<file path="config.mk">
export PLATFORM = sky130hd
export DESIGN_NAME = reg_file_2w2r_flat
export DESIGN_NICKNAME = d
export VERILOG_FILES = /design/src/rtl/reg_file_2w2r_if.sv /design/src/rtl/reg_file_2w2r.sv /design/src/flat_wrapper.sv
export SDC_FILE = /design/constraint.sdc
export NUM_CORES = 2
export LEC_CHECK = 0
export BUFFER_PORTS_ARGS = -buffer_cell sky130_fd_sc_hd__buf_4
export CAP_MARGIN = 20
export CORE_MARGIN = 2
export CORE_UTILIZATION = 37
export DETAILED_ROUTE_END_ITERATION = 8
export SYNTH_ARGS = -nofsm -noshare
export SYNTH_HDL_FRONTEND = slang
export SYNTH_SLANG_ARGS = --single-unit
</file>
<file path="constraint.sdc">
create_clock -name clk -period 2.5 [get_ports clk]
set_input_delay 0.5 -clock clk [delete_from_list [all_inputs] [get_ports clk]]
set_output_delay 0.5 -clock clk [all_outputs]
set_load 0.1 [all_outputs]
</file>
<file path="src/rtl/reg_file_2w2r_if.sv">
// Bus bundle for the dual-write / dual-read register file.
// The master drives writes and read requests; the slave returns read data.
interface reg_file_2w2r_if #(
  parameter int DATA_W = 32,
  parameter int ADDR_W = 4
);
  localparam int NB = DATA_W / 8;

  logic              en;

  logic              wr_en0;
  logic [ADDR_W-1:0] wr_addr0;
  logic [DATA_W-1:0] wr_data0;
  logic [NB-1:0]     wr_be0;

  logic              wr_en1;
  logic [ADDR_W-1:0] wr_addr1;
  logic [DATA_W-1:0] wr_data1;
  logic [NB-1:0]     wr_be1;

  logic              rd_en;
  logic [ADDR_W-1:0] rd_addr_a;
  logic [ADDR_W-1:0] rd_addr_b;
  logic [DATA_W-1:0] rd_data_a;
  logic [DATA_W-1:0] rd_data_b;
  logic              rd_valid;

  modport master (
    output en,
    output wr_en0, wr_addr0, wr_data0, wr_be0,
    output wr_en1, wr_addr1, wr_data1, wr_be1,
    output rd_en, rd_addr_a, rd_addr_b,
    input  rd_data_a, rd_data_b, rd_valid
  );

  modport slave (
    input  en,
    input  wr_en0, wr_addr0, wr_data0, wr_be0,
    input  wr_en1, wr_addr1, wr_data1, wr_be1,
    input  rd_en, rd_addr_a, rd_addr_b,
    output rd_data_a, rd_data_b, rd_valid
  );
endinterface

</file>
<file path="src/rtl/reg_file_2w2r.sv">
// General-purpose operand store: 2 byte-masked write ports (port 1 wins
// per byte on collision), 2 registered read ports sharing one rd_en,
// optional write-to-read bypass and optional hardwired zero entry.
module reg_file_2w2r #(
  parameter int DATA_W   = 32,
  parameter int ADDR_W   = 4,
  parameter int BYPASS   = 1,
  parameter int ZERO_REG = 0
) (
  input  logic            clk,
  input  logic            rst,
  reg_file_2w2r_if.slave  bus
);

  localparam int DEPTH = 2 ** ADDR_W;
  localparam int NB    = DATA_W / 8;

  // Current contents and the contents after this cycle's writes, per entry.
  // mem_d is what the bypass path forwards.
  logic [DATA_W-1:0] mem_q [DEPTH];
  logic [DATA_W-1:0] mem_d [DEPTH];

  genvar gi;
  generate
    for (gi = 0; gi < DEPTH; gi++) begin : g_entry
      if ((ZERO_REG != 0) && (gi == 0)) begin : g_zero
        // Hardwired zero: no storage, writes are dropped.
        assign mem_q[gi] = '0;
        assign mem_d[gi] = '0;
      end else begin : g_rw
        logic              hit0;
        logic              hit1;
        logic [DATA_W-1:0] word_q;
        logic [DATA_W-1:0] word_d;

        // Writes only land when globally enabled.
        assign hit0 = bus.en & bus.wr_en0 & (bus.wr_addr0 == ADDR_W'(gi));
        assign hit1 = bus.en & bus.wr_en1 & (bus.wr_addr1 == ADDR_W'(gi));

        // Per-byte merge of both ports; port 1 takes precedence on a shared byte.
        always_comb begin
          word_d = word_q;
          for (int b = 0; b < NB; b++) begin
            if (hit1 && bus.wr_be1[b]) begin
              word_d[8*b +: 8] = bus.wr_data1[8*b +: 8];
            end else if (hit0 && bus.wr_be0[b]) begin
              word_d[8*b +: 8] = bus.wr_data0[8*b +: 8];
            end
          end
        end

        // Entry storage, cleared by reset.
        always_ff @(posedge clk) begin
          if (rst) begin
            word_q <= '0;
          end else begin
            word_q <= word_d;
          end
        end

        assign mem_q[gi] = word_q;
        assign mem_d[gi] = word_d;
      end
    end
  endgenerate

  logic [DATA_W-1:0] rd_data_a_q, rd_data_a_d;
  logic [DATA_W-1:0] rd_data_b_q, rd_data_b_d;
  logic              rd_valid_q,  rd_valid_d;

  // Select the value a read port sees: post-write with bypass, stored otherwise.
  function automatic logic [DATA_W-1:0] read_word(input logic [ADDR_W-1:0] addr);
    logic [DATA_W-1:0] w;
    if (BYPASS != 0) begin
      w = mem_d[addr];
    end else begin
      w = mem_q[addr];
    end
    if ((ZERO_REG != 0) && (addr == '0)) begin
      w = '0;
    end
    return w;
  endfunction

  // Read port next-state: load on an enabled read, otherwise hold; valid pulses.
  always_comb begin
    rd_data_a_d = rd_data_a_q;
    rd_data_b_d = rd_data_b_q;
    rd_valid_d  = 1'b0;
    if (bus.en && bus.rd_en) begin
      rd_data_a_d = read_word(bus.rd_addr_a);
      rd_data_b_d = read_word(bus.rd_addr_b);
      rd_valid_d  = 1'b1;
    end
  end

  // Read output registers; reset discards any in-flight result.
  always_ff @(posedge clk) begin
    if (rst) begin
      rd_data_a_q <= '0;
      rd_data_b_q <= '0;
      rd_valid_q  <= 1'b0;
    end else begin
      rd_data_a_q <= rd_data_a_d;
      rd_data_b_q <= rd_data_b_d;
      rd_valid_q  <= rd_valid_d;
    end
  end

  assign bus.rd_data_a = rd_data_a_q;
  assign bus.rd_data_b = rd_data_b_q;
  assign bus.rd_valid  = rd_valid_q;

endmodule

</file>
<file path="src/flat_wrapper.sv">
// flat-port wrapper written by rule: the top's interface ports become plain ports
module reg_file_2w2r_flat 
#(
  parameter int DATA_W   = 32,
  parameter int ADDR_W   = 4,
  parameter int BYPASS   = 1,
  parameter int ZERO_REG = 0
)
  (clk, rst, bus_en, bus_wr_en0, bus_wr_addr0, bus_wr_data0, bus_wr_be0, bus_wr_en1, bus_wr_addr1, bus_wr_data1, bus_wr_be1, bus_rd_en, bus_rd_addr_a, bus_rd_addr_b, bus_rd_data_a, bus_rd_data_b, bus_rd_valid);
  reg_file_2w2r_if #(.DATA_W(DATA_W), .ADDR_W(ADDR_W)) bus_i ();
  input  logic clk;
  input  logic rst;
  input wire logic [$bits(bus_i.en)-1:0] bus_en;
  input wire logic [$bits(bus_i.wr_en0)-1:0] bus_wr_en0;
  input wire logic [$bits(bus_i.wr_addr0)-1:0] bus_wr_addr0;
  input wire logic [$bits(bus_i.wr_data0)-1:0] bus_wr_data0;
  input wire logic [$bits(bus_i.wr_be0)-1:0] bus_wr_be0;
  input wire logic [$bits(bus_i.wr_en1)-1:0] bus_wr_en1;
  input wire logic [$bits(bus_i.wr_addr1)-1:0] bus_wr_addr1;
  input wire logic [$bits(bus_i.wr_data1)-1:0] bus_wr_data1;
  input wire logic [$bits(bus_i.wr_be1)-1:0] bus_wr_be1;
  input wire logic [$bits(bus_i.rd_en)-1:0] bus_rd_en;
  input wire logic [$bits(bus_i.rd_addr_a)-1:0] bus_rd_addr_a;
  input wire logic [$bits(bus_i.rd_addr_b)-1:0] bus_rd_addr_b;
  output wire logic [$bits(bus_i.rd_data_a)-1:0] bus_rd_data_a;
  output wire logic [$bits(bus_i.rd_data_b)-1:0] bus_rd_data_b;
  output wire logic [$bits(bus_i.rd_valid)-1:0] bus_rd_valid;
  assign bus_i.en = bus_en;
  assign bus_i.wr_en0 = bus_wr_en0;
  assign bus_i.wr_addr0 = bus_wr_addr0;
  assign bus_i.wr_data0 = bus_wr_data0;
  assign bus_i.wr_be0 = bus_wr_be0;
  assign bus_i.wr_en1 = bus_wr_en1;
  assign bus_i.wr_addr1 = bus_wr_addr1;
  assign bus_i.wr_data1 = bus_wr_data1;
  assign bus_i.wr_be1 = bus_wr_be1;
  assign bus_i.rd_en = bus_rd_en;
  assign bus_i.rd_addr_a = bus_rd_addr_a;
  assign bus_i.rd_addr_b = bus_rd_addr_b;
  assign bus_rd_data_a = bus_i.rd_data_a;
  assign bus_rd_data_b = bus_i.rd_data_b;
  assign bus_rd_valid = bus_i.rd_valid;
  reg_file_2w2r #(.DATA_W(DATA_W), .ADDR_W(ADDR_W), .BYPASS(BYPASS), .ZERO_REG(ZERO_REG)) u_core (.clk(clk), .rst(rst), .bus(bus_i));
endmodule
</file>
# Yosys cells after proc, flatten, opt, wreduce, memory -nomap -nowiden
# Index checks and enable logic that the tools add are counted.
[word_totals]
ff_bits = 577
inputBits = 94
output_inout_bits = 65
[classes]
n_lt_le_gt_ge = 2
eq_ne = 30
mux = 135
bitwise_logic = 36
reduce_logical = 131
[op_table]
columns = ["op", "n"]
rows = [
  ["$mux 8", 128],
  ["$bmux 32 s4", 2],
  ["$logic_and 1x1->1", 129],
  ["$mux 32", 4],
  ["$eq 4x4->1 const B", 16],
  ["$and 1x1->1", 34],
  ["$eq 4x3->1 const B", 8],
  ["$eq 4x2->1 const B", 4],
  ["$ge 5x5->1 const B", 2],
  ["$not 4->5", 2],
  ["$eq 4x1->1 const B", 2],
  ["$logic_not 4->1", 2],
  ["$mux 1", 1],
]

# Longest topological paths before layout
[depth]
ltp_word = 8
ltp_mapped = 11
ltp_nobuf = 7

# Worst setup path after synthesis
# No wires, ideal clock.
[synth_timing]
kind = "input-to-reg"
startpoint = "input port bus_en"
endpoint = "register u_core.rd_data_a_q[3], in the netlist u_core.bus.rd_data_a[3]"
t_arrival_ps = 2208
required_ps = 2378
path_slack_ps = 170
cell_stages = 9
cell_sequence = "buf_4 -> and4b_1 -> buf_6 -> buf_6 -> buf_2 -> a221oi_2 -> nor2_1 -> a221o_1 -> a221o_1"
[synth_via]
elab_chain_cells = 8
word_cells_on_any_way = 102
classes_between = "35 x mux; 34 x bitwise; 33 x reduce/logical"
[synth_rtl]
columns = ["element", "line", "rtl"]
rows = [
  ["start: declaration", "flat_wrapper.sv:13", "input wire logic [$bits(bus_i.en)-1:0] bus_en;"],
  ["$and 1x1->1 (2 in a row)", "reg_file_2w2r.sv:37", "assign hit0 = bus.en & bus.wr_en0 & (bus.wr_addr0 == ADDR_W'(gi));"],
  ["$logic_and 1x1->1", "reg_file_2w2r.sv:46", "end else if (hit0 && bus.wr_be0[b]) begin"],
  ["$mux 8", "reg_file_2w2r.sv:46", ""],
  ["$mux 8", "reg_file_2w2r.sv:44", "if (hit1 && bus.wr_be1[b]) begin"],
  ["$bmux 32 s4", "reg_file_2w2r.sv:75", "w = mem_d[addr];"],
  ["$mux 32 (not written as such) (2 in a row)", "reg_file_2w2r.sv:75", ""],
  ["end signal: assignment", "reg_file_2w2r.sv:104", "rd_data_a_q <= rd_data_a_d;"],
  ["end: declaration", "reg_file_2w2r.sv:67", "logic [DATA_W-1:0] rd_data_a_q, rd_data_a_d;"],
]
# Several ways; a longest one is shown, not always the timed one. The select of a mux whose other input is x is not followed.
# A chain may end at the register's enable or synchronous reset.

# Final worst setup path
[layout_timing]
startpoint = "input port bus_wr_addr0[2]"
endpoint = "register u_core.rd_data_b_q[5], in the netlist u_core.bus.rd_data_b[5]"
[layout_via]
elab_chain_cells = 8
word_cells_on_any_way = 83
classes_between = "15 x eq/ne; 35 x mux; 16 x bitwise; 17 x reduce/logical"
[layout_rtl]
columns = ["element", "line", "rtl"]
rows = [
  ["start: declaration", "flat_wrapper.sv:15", "input wire logic [$bits(bus_i.wr_addr0)-1:0] bus_wr_addr0;"],
  ["$eq 4x4->1 (tied with other cells)", "reg_file_2w2r.sv:37", ""],
  ["$and 1x1->1", "reg_file_2w2r.sv:37", ""],
  ["$logic_and 1x1->1", "reg_file_2w2r.sv:46", ""],
  ["$mux 8", "reg_file_2w2r.sv:46", ""],
  ["$mux 8", "reg_file_2w2r.sv:44", ""],
  ["$bmux 32 s4 (*)", "reg_file_2w2r.sv:75", ""],
  ["$mux 32 (not written as such) (*) (2 in a row)", "reg_file_2w2r.sv:75", ""],
  ["end signal: assignment", "reg_file_2w2r.sv:105", "rd_data_b_q <= rd_data_b_d;"],
  ["end: declaration", "reg_file_2w2r.sv:68", "logic [DATA_W-1:0] rd_data_b_q, rd_data_b_d;"],
]
# Every way passes the cells marked *; elsewhere a longest branch is shown, timed or not. The select of a mux whose other input is x is not followed.

==> impl_metrics.tcl <==
set metrics [dict create \
    deepest_level_of_the_cts_h_tree 3 \
    power_per_cell_area_mw_per_mm2 539 \
    placeableCoreArea_mm2 0.0912 \
    violations "DRC, setup timing" \
    antenna_found_initial 15 \
    yosys_most_used_dff "sky130_fd_sc_hd__dfxtp_1" \
    drc 10 \
    net_switching_fraction_of_the_power 0.304 \
    port_buffers 158 \
    outcome "finished, violations left" \
    route.antenna.remaining_nets 0 \
    ys_types 64 \
    worst_slew_margin_rel 0.223 \
    area_of_placed_instances_mm2 0.0424 \
    ys_warn_count 0 \
    viasPerCell 6.71 \
    number_of_global_route_vias_before_repair 38674 \
    synth_simple_gate_area_share 0.235 \
    postSynthCellCount 4451 \
    final-setup-viol-count 1 \
    hold_path_class "primary input to flip-flop" \
    start_util 0.372 \
    mapped_nets 4545 \
    mostFrequentLayoutCells "sky130_fd_sc_hd__buf_4 (858), sky130_fd_sc_hd__dfxtp_1 (577), sky130_fd_sc_hd__nor2_1 (525)" \
    syn_area_mm2 0.0339 \
    overflow 0 \
    die_height_um 307 \
    switchingPower_mw 7.33 \
    path_clk_slew_ns 0.06 \
    design_power_total_mw 24.1 \
    synth_adder_area_share 0 \
    synth-compound-area-share 0.357 \
    iter_0_drt_violations 6740 \
    via_count 41823 \
    clock_power_share 0.437 \
    synth_enable_flop_cells 0 \
    cellInternalPower_mw 16.7 \
    fmaxAchievable_mhz 396 \
    dp_wirelength_mm 123 \
    clkLatencyLatePin_ns 0.65 \
    timing_hold_violations_final 0 \
    seq_area_frac_synth 0.340 \
    final_cell_area_mm2 0.0447 \
    cts-buffers-inserted 69 \
    num_io_pins 159 \
    fp-row-count 111 \
    final.setup_skew_ns 0.0240 \
    cp-start-kind "primary input" \
    worst-endpoint-required_ns 3.07 \
    rsz_0062_raised_after_global_routing "yes" \
    ys_ff_latch 577 \
    synth_area_leaders "sky130_fd_sc_hd__dfxtp_1 (34%), sky130_fd_sc_hd__nor2b_1 (6.3%), sky130_fd_sc_hd__o21ai_0 (6.2%)" \
    area_growth_syn_to_layout_pct 31.6 \
    finalMaxSlewViolations 0 \
    max_cap_violations 0 \
    power.ir.vdd_worst_mv 0.452 \
    timing.critical_path.to_type "flip-flop" \
    synth-xor-area-share 0 \
    clock_sink_count 577 \
    postSynth.asyncResetShare 0 \
    synth_top_family_by_area "compound AO/OA/AOI/OAI gates" \
    clk_root_buffer_cell "sky130_fd_sc_hd__clkbuf_16" \
    finalWorstPathRequiredPeriod_ns 2.53 \
    layout_worst_path_cycle_share 1.01 \
    route.final.wire_length_mm 178 \
    yosys-mux-area-fraction 0 \
    crit_type "primary input to flip-flop" \
    tritoncts "built" \
    syn-mean-instance-area_um2 7.63 \
    post_route_cells_drive_above_1_share 0.240 \
    crit_path_max_fanout 18 \
    layout.cells.most_common "sky130_fd_sc_hd__buf_4" \
    yosysTopAreaCell "sky130_fd_sc_hd__dfxtp_1" \
    grt_first_pass_wirelength_mm 259 \
    cp.arrival_ns 3.10 \
    gp_congestion 1.01 \
    worst-slew-pin-transition_ns 1.17 \
    combPwrFrac 0.170 \
    finalWorstSetupSlack_ns -0.0260 \
    cts_post_setup_buffers_inserted 0 \
    final_net_count 5085 \
    grt.total_usage 0.363 \
    pin_count_of_the_biggest_net_entering_global_routing 190 \
    yosysTopAreaCellShare 0.340 \
    cts-root-to-sink-buffers 3 \
    power_frac_seq 0.393 \
    leakagePower_nw 16.8 \
    die_w_um 307 \
    wirelength_per_cell_um 28.5 \
    detailedRoute.firstPassIterationCount 9 \
    dieArea_mm2 0.0942 \
]
[synth_stat cells, drive strengths merged, types with 23 or more instances]
master / instances
a211o: 68
a211oi: 72
a21oi: 165
a221o: 113
a221oi: 113
a22oi: 78
a2bb2oi: 23
a31oi: 128
a32oi: 125
and2: 38
buf: 165
clkbuf: 351
dfxtp: 577
nand2: 215
nand3: 192
nor2: 538
nor2b: 340
nor3: 212
o211ai: 28
o21ai: 464
o221a: 30
o221ai: 79
o22ai: 147
o311ai: 58
[cell families after synthesis]
group,count (synthesis)
and+or+nand+nor,1610
AOI/OAI and AO/OA,1725
buffers and inverters,539
DFF,577
[flip-flops by register name, indices dropped and copies added (netlist names)]
| signal | count |
|---|---|
| u_core.bus.rd_data_a | 32 |
| u_core.bus.rd_data_b | 32 |
| u_core.bus.rd_valid | 1 |
| u_core.g_entry.g_rw.word_q | 512 |
[power by group through the flow]
| stage | combinational [mW] | sequential (mW) | clock, mW |
|---|---|---|---|
| finish | 4.10 | 9.46 | 10.5 |
| global route | 4.19 | 9.46 | 10.9 |
| CTS | 3.93 | 9.45 | 10.5 |
| detailed placement | 3.92 | 9.65 | 0 |
| global placement | 3.91 | 9.65 | 0 |
| floorplan | 1.68 | 9.99 | 0 |
[cell type report]
cell class | instances | area, um^2
fill | 8719 | 46600
multi-input combinational | 3335 | 20300
sequential | 577 | 11600
timing repair buffer | 985 | 8980
clock buffer | 101 | 2070
tap | 1186 | 1480
clock inverter | 20 | 211
inverter | 23 | 86.3
antenna | 2 | 5.00
[what timing repair did]
action | in CTS | in global routing
setup endpoints to repair | 0 | 4
hold buffers | 0 | 0
gates resized for setup | 0 | 4
[path summary, 6_finish.rpt]
check	start	slack (ns)	to	cells past startpoint
min	rst	0.15	u_core.bus.rd_valid	3
max reg2reg	u_core.g_entry[11].g_rw.word_q[10]	0.65	u_core.bus.rd_data_b[10]	5
max	bus_wr_addr0[2]	-0.03	u_core.bus.rd_data_b[5]	9
min reg2reg	u_core.bus.rd_data_a[29]	0.52	u_core.bus.rd_data_a[29]	2
[critical path, stage by stage]
cell                      delay, ns
sky130_fd_sc_hd__buf_4         0.13
sky130_fd_sc_hd__and4b_4       0.62
sky130_fd_sc_hd__buf_4         0.35
sky130_fd_sc_hd__nand3_1       0.12
sky130_fd_sc_hd__a31oi_1       0.37
sky130_fd_sc_hd__o22ai_1       0.14
sky130_fd_sc_hd__a211o_1       0.30
sky130_fd_sc_hd__a21oi_1       0.37
sky130_fd_sc_hd__a221o_1       0.17
[per-layer routing]
metal	vias to the layer above	track usage	wire length, um
li1	17965	-	-
met1	19650	0.473	67800
met2	3377	0.531	73500
met3	809	0.101	24200
met4	22	0.216	12000
met5	-	0	144
[metrics by stage]
step                      instances  TNS, ns  setup slack, ns  hold slack, ns   util
after floorplan                4451        0            0.170           0.544      -
after global placement         6106   -24.58           -0.558           0.498  0.465
after detailed placement       6106   -26.73           -0.546           0.503  0.465
after CTS                      6227        0            0.120           0.135  0.490
after global routing           6227  -0.0177          -0.0177           0.146  0.490
final                          6229  -0.0260          -0.0260           0.148  0.490
No activity file was read; power rests on OpenSTA's default activity.
